<file path="src/rtl/regfile_dump.sv">
// Debug read-out engine: walks a register-file read port through R0..R(NREG-1)
// and streams {index, data} words over valid/ready. Define REGDUMP_CKSUM_EN to append an XOR checksum word.
module regfile_dump #(
  parameter int unsigned NREG   = 8,
  parameter int unsigned ADDR_W = 3
) (
  input  logic              clk,
  input  logic              rst_n,
  input  logic              start,
  input  logic              abort,
  output logic [ADDR_W-1:0] SR_ADDR,
  input  logic [15:0]       SR_DATA,
  output logic              out_valid,
  input  logic              out_ready,
  output logic [15:0]       out_data,
  output logic [ADDR_W:0]   out_idx,
  output logic              busy,
  output logic              done
);

  localparam int unsigned DATA_W = 16;
  localparam logic [ADDR_W-1:0] LAST_IDX = ADDR_W'(NREG - 1);

`ifdef REGDUMP_CKSUM_EN
  typedef enum logic [2:0] {S_IDLE, S_READ, S_SEND, S_CKSUM, S_DONE} state_t;
  localparam logic [ADDR_W:0] CKSUM_IDX = (ADDR_W+1)'(NREG);
  logic [DATA_W-1:0] acc;
`else
  typedef enum logic [1:0] {S_IDLE, S_READ, S_SEND, S_DONE} state_t;
`endif

  state_t            state;
  logic [ADDR_W-1:0] rd_idx;

  // Read address comes straight from a register so it is settled a full cycle before capture.
  assign SR_ADDR = rd_idx;

  always_ff @(posedge clk) begin
    if (!rst_n) begin
      state     <= S_IDLE;
      rd_idx    <= '0;
      out_valid <= 1'b0;
      out_data  <= '0;
      out_idx   <= '0;
      busy      <= 1'b0;
      done      <= 1'b0;
`ifdef REGDUMP_CKSUM_EN
      acc       <= '0;
`endif
    end else if (state != S_IDLE && abort) begin
      state     <= S_IDLE;
      rd_idx    <= '0;
      out_valid <= 1'b0;
      busy      <= 1'b0;
      done      <= 1'b0;
`ifdef REGDUMP_CKSUM_EN
      acc       <= '0;
`endif
    end else begin
      case (state)
        S_IDLE: begin
          if (start) begin
            rd_idx <= '0;
            busy   <= 1'b1;
            state  <= S_READ;
`ifdef REGDUMP_CKSUM_EN
            acc    <= '0;
`endif
          end
        end
        S_READ: begin
          out_data  <= SR_DATA;
          out_idx   <= {1'b0, rd_idx};
          out_valid <= 1'b1;
          state     <= S_SEND;
`ifdef REGDUMP_CKSUM_EN
          acc       <= acc ^ SR_DATA;
`endif
        end
        S_SEND: begin
          if (out_valid && out_ready) begin
            out_valid <= 1'b0;
            if (rd_idx == LAST_IDX) begin
`ifdef REGDUMP_CKSUM_EN
              // Accumulator already holds every captured value here.
              out_valid <= 1'b1;
              out_data  <= acc;
              out_idx   <= CKSUM_IDX;
              state     <= S_CKSUM;
`else
              done      <= 1'b1;
              state     <= S_DONE;
`endif
            end else begin
              rd_idx <= rd_idx + ADDR_W'(1);
              state  <= S_READ;
            end
          end
        end
`ifdef REGDUMP_CKSUM_EN
        S_CKSUM: begin
          if (out_valid && out_ready) begin
            out_valid <= 1'b0;
            done      <= 1'b1;
            state     <= S_DONE;
          end
        end
`endif
        S_DONE: begin
          done  <= 1'b0;
          busy  <= 1'b0;
          state <= S_IDLE;
        end
        default: begin
          state <= S_IDLE;
        end
      endcase
    end
  end

endmodule
</file>
<file path="config.mk">
export PLATFORM = sky130hd
export DESIGN_NAME = regfile_dump
export DESIGN_NICKNAME = d
export VERILOG_FILES = /design/src/rtl/regfile_dump.sv
export SDC_FILE = /design/constraint.sdc
export NUM_CORES = 1
export LEC_CHECK = 0
export ABC_AREA = 1
export CAP_MARGIN = 20
export CELL_PAD_IN_SITES_DETAIL_PLACEMENT = 1
export CELL_PAD_IN_SITES_GLOBAL_PLACEMENT = 1
export CORE_MARGIN = 2
export CORE_UTILIZATION = 29
export DETAILED_ROUTE_END_ITERATION = 8
export PLACE_DENSITY_LB_ADDON = 0.1
export SLEW_MARGIN = 20
export SYNTH_ARGS = -nofsm -noshare
export SYNTH_HDL_FRONTEND = slang
export SYNTH_SLANG_ARGS = --single-unit
</file>
<file path="constraint.sdc">
create_clock -name clk -period 1.65 [get_ports clk]
set_clock_uncertainty 0.05 [all_clocks]
set_input_delay 0.4125 -clock clk [delete_from_list [all_inputs] [get_ports clk]]
set_output_delay 0.4125 -clock clk [all_outputs]
set_load 0.05 [all_outputs]
</file>
; ---- Word level (Yosys, flattened, before mapping)
; Cells that the tools add are included.
[totals]
register_bits = 27
output_inout_bits = 26
wordCells = 48
[classes]
bitwise_logic = 2
add_sub_neg = 1
n_eq_ne = 8
n_reduce_logical = 15
muxes = 15
[op_table]
columns = op, n
row1 = 2-bit nonzero test, 5
row2 = 3-bit two-way mux, 3
row3 = "2-bit != test, second input constant", 4
row4 = 2-bit case mux with 4 select lines, 1
row5 = 2-bit AND reduction, 4
row6 = 2-bit two-way mux, 3
row7 = 1-bit case mux with 2 select lines, 3
row8 = 3-bit case mux with 2 select lines, 1
row9 = "2-bit equality test, second input constant", 2
row10 = 1-bit two-way mux, 4
row11 = 4-bit AND reduction, 1
row12 = "3-bit by 1-bit adder with 3-bit output, second input constant", 1
row13 = "3-bit equality test, second input constant", 1
row14 = 3-bit AND reduction, 1
row15 = "2-bit by 1-bit equality test with 1-bit output, second input constant", 1
row16 = 1-bit logical AND, 2
row17 = 2-bit logical NOT, 1
row18 = 1-bit NOT, 2
row19 = 2-bit OR reduction, 1

; ---- Depth between registers and ports, before layout
; Gate-level depths: netlist of run 1.
[logic_depth]
word_depth = 4
mapped_depth = 7

; ---- Least setup slack after synthesis of run 1
; OpenSTA, ideal clock, no wires.
[synth_path]
kind = flip-flop to flip-flop
from = register rd_idx[0], in the netlist SR_ADDR[0]
to = register rd_idx[1], in the netlist SR_ADDR[1]
arrival_time_ns = 1.498
period_less_slack_ns = 1.663
n_path_buf = 0
stages_incl_launch_ff = 7
setup_time_ns = 0.114
slack_ns = -0.013
path_cell_list = dfxtp_1 -> ha_1 -> ha_1 -> a21oi_1 -> nand3_2 -> nor2_1 -> nor2_2
[synth_between]
elab_chain_cells = 4
elab_cells_between_ends = 7
classes_between = add/sub (1) / eq/ne (2) / mux (3) / reduce/logical (1)
[synth_rtl]
columns = element, line
row1 = from (decl), 33  ; logic [ADDR_W-1:0] rd_idx;
row2 = from (signal assigned), 95  ; rd_idx <= rd_idx + ADDR_W'(1);
row3 = 3-bit by 1-bit adder with 3-bit output, 95
row4 = 3-bit two-way mux, 83  ; if (rd_idx == LAST_IDX) begin
row5 = 3-bit two-way mux, 81  ; if (out_valid && out_ready) begin
row6 = 3-bit case mux with 2 select lines, 60  ; case (state)
; Parallel ways exist; a longest one is shown, timed or not. The select of a mux whose other input is x is not followed.
; A chain may end at the register's enable or synchronous reset.

; ---- Worst setup path after layout of run 1
; Ends and elaborated chain as after synthesis.

==> results of run 1 <==
## critical path: stages, from the launching register on
cell	delay [ps]
dfxtp_2	330
ha_1	190
ha_1	210
a21oi_2	210
nand3_2	150
nand2_1	110
nand2_1	60
nor2_2	90
## metrics by stage
stage,setup slack [ps],total power [uW],TNS (ps),cell area [sq um]
after CTS,116.0,2036,0,1937
after floorplan,15.92,1275,0,1142
final,194.6,2010,0,1941
after global placement,46.18,1632,0,1892
after global routing,55.66,2136,0,1941
after detailed placement,-6.215,1661,-6.215,1892
## layer usage
| layer | wire length (microns) | vias up | global-route usage [%] |
|---|---|---|---|
| met4 | 24 | 0 | 4.592 |
| met2 | 1757 | 23 | 30.63 |
| met1 | 1349 | 550 | 19.19 |
| met5 | 0 | - | 0 |
| li1 | - | 572 | - |
| met3 | 118 | 2 | 1.689 |
## timing repair
item | CTS | global route
resized for setup | 0 | 1
buffers inserted | 0 | 0
endpoints found under the setup margin | 0 | 1
endpoints found under the hold margin | 0 | 0
## Yosys cell counts (2+ instances only)
library cell / instances / share of area, %
o21ai_0: 2 / 0.88
nor2_1: 10 / 3.3
inv_1: 10 / 3.3
ha_1: 2 / 2.2
a21oi_1: 22 / 9.6
nand3_1: 23 / 10
buf_4: 3 / 2.0
dfxtp_1: 27 / 47
nand2_1: 32 / 11
buf_6: 4 / 3.9
## power by group through the flow
| stage | sequential, uW | combinational, uW | clock (uW) |
|---|---|---|---|
| 2_1_floorplan | 976 | 299 | 0 |
| 5_1_grt | 815 | 911 | 410 |
| 3_3_place_gp | 813 | 820 | 0 |
| 6_report | 804 | 838 | 367 |
| 4_1_cts | 804 | 845 | 387 |
| 3_5_place_dp | 819 | 842 | 0 |
## registers in the layout, indices dropped and copies added, names as in the netlist
name / flops
out_idx: 3
out_data: 16
out_valid: 1
state: 2
done: 1
SR_ADDR: 3
busy: 1
## logic make-up (layout without fill, tap and decap cells)
| group | count (synthesis) | count (layout) | synth area share, % |
|---|---|---|---|
| adders and majority gates | 2 | 2 | 2.193 |
| other | 1 | 1 | 0.3286 |
| AOI/OAI and AO/OA | 26 | 26 | 12.06 |
| DFF | 27 | 27 | 47.37 |
| and+or+nand+nor | 70 | 70 | 27.85 |
| buffers and inverters | 20 | 69 | 10.20 |
## worst max-delay path by stage
stage	startpoint	end	cells past startpoint	slack, ps
final	SR_ADDR[0]$_SDFFE_PP0P_	SR_ADDR[1]$_SDFFE_PP0P_	7	190
after global routing	state[0]$_SDFFE_PP0P_	out_data[6]$_SDFFE_PN0P_	5	60
after CTS	SR_ADDR[0]$_SDFFE_PP0P_	SR_ADDR[1]$_SDFFE_PP0P_	7	120
after detailed placement	out_ready	SR_ADDR[1]$_SDFFE_PP0P_	7	-6
after global placement	out_ready	SR_ADDR[1]$_SDFFE_PP0P_	6	50
after floorplan	SR_ADDR[1]$_SDFFE_PP0P_	SR_ADDR[1]$_SDFFE_PP0P_	6	20
## cell type report
class                           count  area share [%]
Timing Repair Buffer               53           39.20
Sequential cell                    27           27.92
Multi-Input combinational cell     99           25.15
Tap cell                           48           3.095
Clock buffer                        4           2.321
Inverter                           12           2.321
==> results.ini, run 1 <==
[placement]
place_inst = 239
portBuffers = 45
detailed_place_hpwl_mm = 2.550
place.gp.congestion = 0.8305

[status]
status = finished clean

[grt]
antenna_found_initial = 0
grt_pass1_wl_mm = 5.561
grt_pass1_vias = 1219
grt-ovfl-total = 0
grt_usage_pct = 16.24
grt_max_degree = 20

[cells_and_area]
fillCellCount = 438
layout-drive-gt1-share_pct = 22.56
final_common_cell = nand2_1
final_cell_mix = nand2_1 (32), dfxtp_1 (26), buf_12 (25)
finalNonFillerCells = 243
diodes = 0
register_area_sq_um = 541.8
final_util_pct = 52.22
area_delta_synth_final_pct = 70.07
multiInputGateArea_sq_um = 488.0
final_nets = 219

[critical_path]
worstPathRequired_ps = 1810
worstRegToRegCells = 7
r2r_slack_ps = 190
arrival_ps = 1620
r2r_start = SR_ADDR[0]$_SDFFE_PP0P_
path_class = register to register
cp-end-kind = register
startpoint_type = register
critPathMaxFanout = 5
reg2reg_to = SR_ADDR[1]$_SDFFE_PP0P_

[die]
die_area_sq_mm = 0.004453
die_h_microns = 66.73
die_width_microns = 66.73
initial_utilization_pct = 30.71
io_pins = 47
core-area_sq_mm = 0.003716
fp-row-count = 22

[clock_network]
cts_made_buffers = 3
postCtsHoldBufs = 0
clockBufferDepth = 2
cts_tree = yes
insertion_delay_ps = 270
clk_pin_slew_worst_paths_ps = 90
cts_sinks = 27
htreeDepth = 1
cts_root_buffer = clkbuf_8

[route]
drt-initial-drc-count = 46
drtPass1Iterations = 4
postRouteWirelength_mm = 3.250
wire_per_inst_microns = 13.37
ant_nets = 0
drc_errors = 0
vias = 1147
vias_per_cell = 4.720

[pwr]
pwr-share-clk_pct = 18.3
power.internal_uw = 1263
p_per_area_mw_per_mm2 = 1036
combPwrFrac_pct = 41.7
ir_worst_vdd_uv = 698.3
switching_share_pct = 37.13
switching_power_uw = 746.1
p_leak_uw = 0.0007786
sequentialPowerShare_pct = 40.0

[sta]
max_freq_mhz = 687.1
setup_viol = 0
finalHoldViolCount = 0
rsz0062_at_grt = no
final.min_clock_period_ps = 1455
whs_ps = 455.2
maxSlewViolCount = 0
fin_crit_sh_pct = 88.20

[hold_path]
hold_path.class = register to register
whs_endpoint = out_data[7]$_SDFFE_PN0P_
holdPathStages = 2
hold_start = out_data[7]$_SDFFE_PN0P_

[synthesis]
ys_types = 21
yosysSeqAreaShare_pct = 47.37
syn_area_sq_mm = 0.001141
synthCells = 146
syn-num-nets = 169
synth_warnings = 0
synth-edff-count = 0
postSynthAreaPerCell_sq_um = 7.816
synth_seq_cells = 27
synthFlopType = dfxtp_1
synthArstFlopShare_pct = 0

[job]
maxCapViolations = 0

Note: power is estimated with default switching activity, not from simulation.
==> run 2, diff against run 1 <==
- SLEW_MARGIN: 20 -> unset
==> results of run 2 <==
No change in the layout: final DEF, timing and power equal those of run 1.
==> variant (settings of run 2) <==
Make the reset (`rst_n`) asynchronous in one clocked block.
--- a/src/rtl/regfile_dump.sv
+++ b/src/rtl/regfile_dump.sv
@@ -35,7 +35,7 @@
   // Read address comes straight from a register so it is settled a full cycle before capture.
   assign SR_ADDR = rd_idx;
 
-  always_ff @(posedge clk) begin
+  always_ff @(posedge clk or negedge rst_n) begin
     if (!rst_n) begin
       state     <= S_IDLE;
       rd_idx    <= '0;
Behaviour: differs if rst_n is asserted again (counterexample within 4 cycles, from zero or initial values and one cycle with rst_n low); with rst_n held inactive, the same outputs for 10 cycles.
==> variant against run 2 <==
  * Critical path depth shrank 5
  * Cell count shrank 1.2%
  * Setup slack gained 29 ps
  * Final area grew 3.8%
  * Routed wire length shrank 8.2%
  * Sequential cell count is the same
  * Area after synthesis grew 5.4%
  * Count of clock-buffer cells in the layout shrank 1
  * Critical path type is now reg -> out
  * Critical endpoint is now SR_ADDR[0]
Power is not compared: it rests on default switching activity, and its combinational part moved more than twofold at a synthesized area within 25%.
==> variant: results (changes against run 2) <==
- Status: finished clean
- Vias per cell: 4.53 (-4.1%)
- GRT met2 Usage: 23.6% (-7.1 points)
- Most common library cells after synthesis: 36 x nand2_1, 27 x dfrtp_1, 22 x inv_1
- CP endpoint: SR_ADDR[0]
- Worst-path fanout max: 4 (-1)
- Dpl cells: 236 (-1.3%)
- DR WL met3: 194 µm (+64%)
- All-Layer GR Usage: 14.3% (-1.9 points)
- Filler cells: 446 (+1.8%)
- Data arrival, critical path: 960 ps (-660 ps)
- First-pass GRT wire length: 5.11 mm (-8.1%)
- Syn Nets: 165 (-2.4%)
- Placed cell area: 1970 µm² (+4.0%)
- Initial detailed-routing violation count: 43 (-6.5%)
- Setup crit start: SR_ADDR[0]$_DFFE_PN0P_
- Vias in the first global route: 1130 (-7.3%)
- Reg2reg setup slack: 240 ps (+50 ps)
- CP max-delay cell: dfrtp_1
- Reg2Reg Launch Point: SR_ADDR[1]$_DFFE_PN0P_
- Synth unique cells: 17 (-19%)
- Synth Area in Compound Gates: 10.1% (-2.0 points)
- Routed Wire Length: 2.98 mm (-8.2%)
- Syn_area_per_cell: 8.47 µm² (+8.3%)
- Top cells by area, synth: dfrtp_1 56%, nand2_1 11%, inv_1 6.9%
- Vias: 1086 (-5.3%)
- Worst path top cell family by delay: flip-flops
- Post-synth top flop: dfrtp_1
==> variant: cell count changes after synthesis, sizes merged, moves of 14 or more <==
cell,run 2,this run
nand3,24,10
a21oi,22,2
dfxtp,27,0
o21ai,3,21
dfrtp,0,27
inv,11,26
==> variant: cell type report <==
| class | count | area (µm²) | area share [%] |
|---|---|---|---|
| Timing Repair Buffer | 49 | 743 | 36.9 |
| Tap cell | 50 | 62.6 | 3.11 |
| Clock buffer | 3 | 41.3 | 2.05 |
| Multi-Input combinational cell | 84 | 389 | 19.3 |
| Inverter | 26 | 97.6 | 4.84 |
| Clock inverter | 1 | 5.00 | 0.248 |
| Sequential cell | 27 | 676 | 33.5 |
==> variant: per-stage QoR <==
stage	TNS, ps	power [mW]	utilization (%)	hold WS, ps
2_1_floorplan	0	2.31	-	66.9
3_3_place_gp	0	3.52	49.2	471
3_5_place_dp	-39.0	3.57	49.2	477
4_1_cts	0	3.95	50.4	471
5_1_grt	0	4.14	50.4	489
6_report	0	3.90	50.4	465
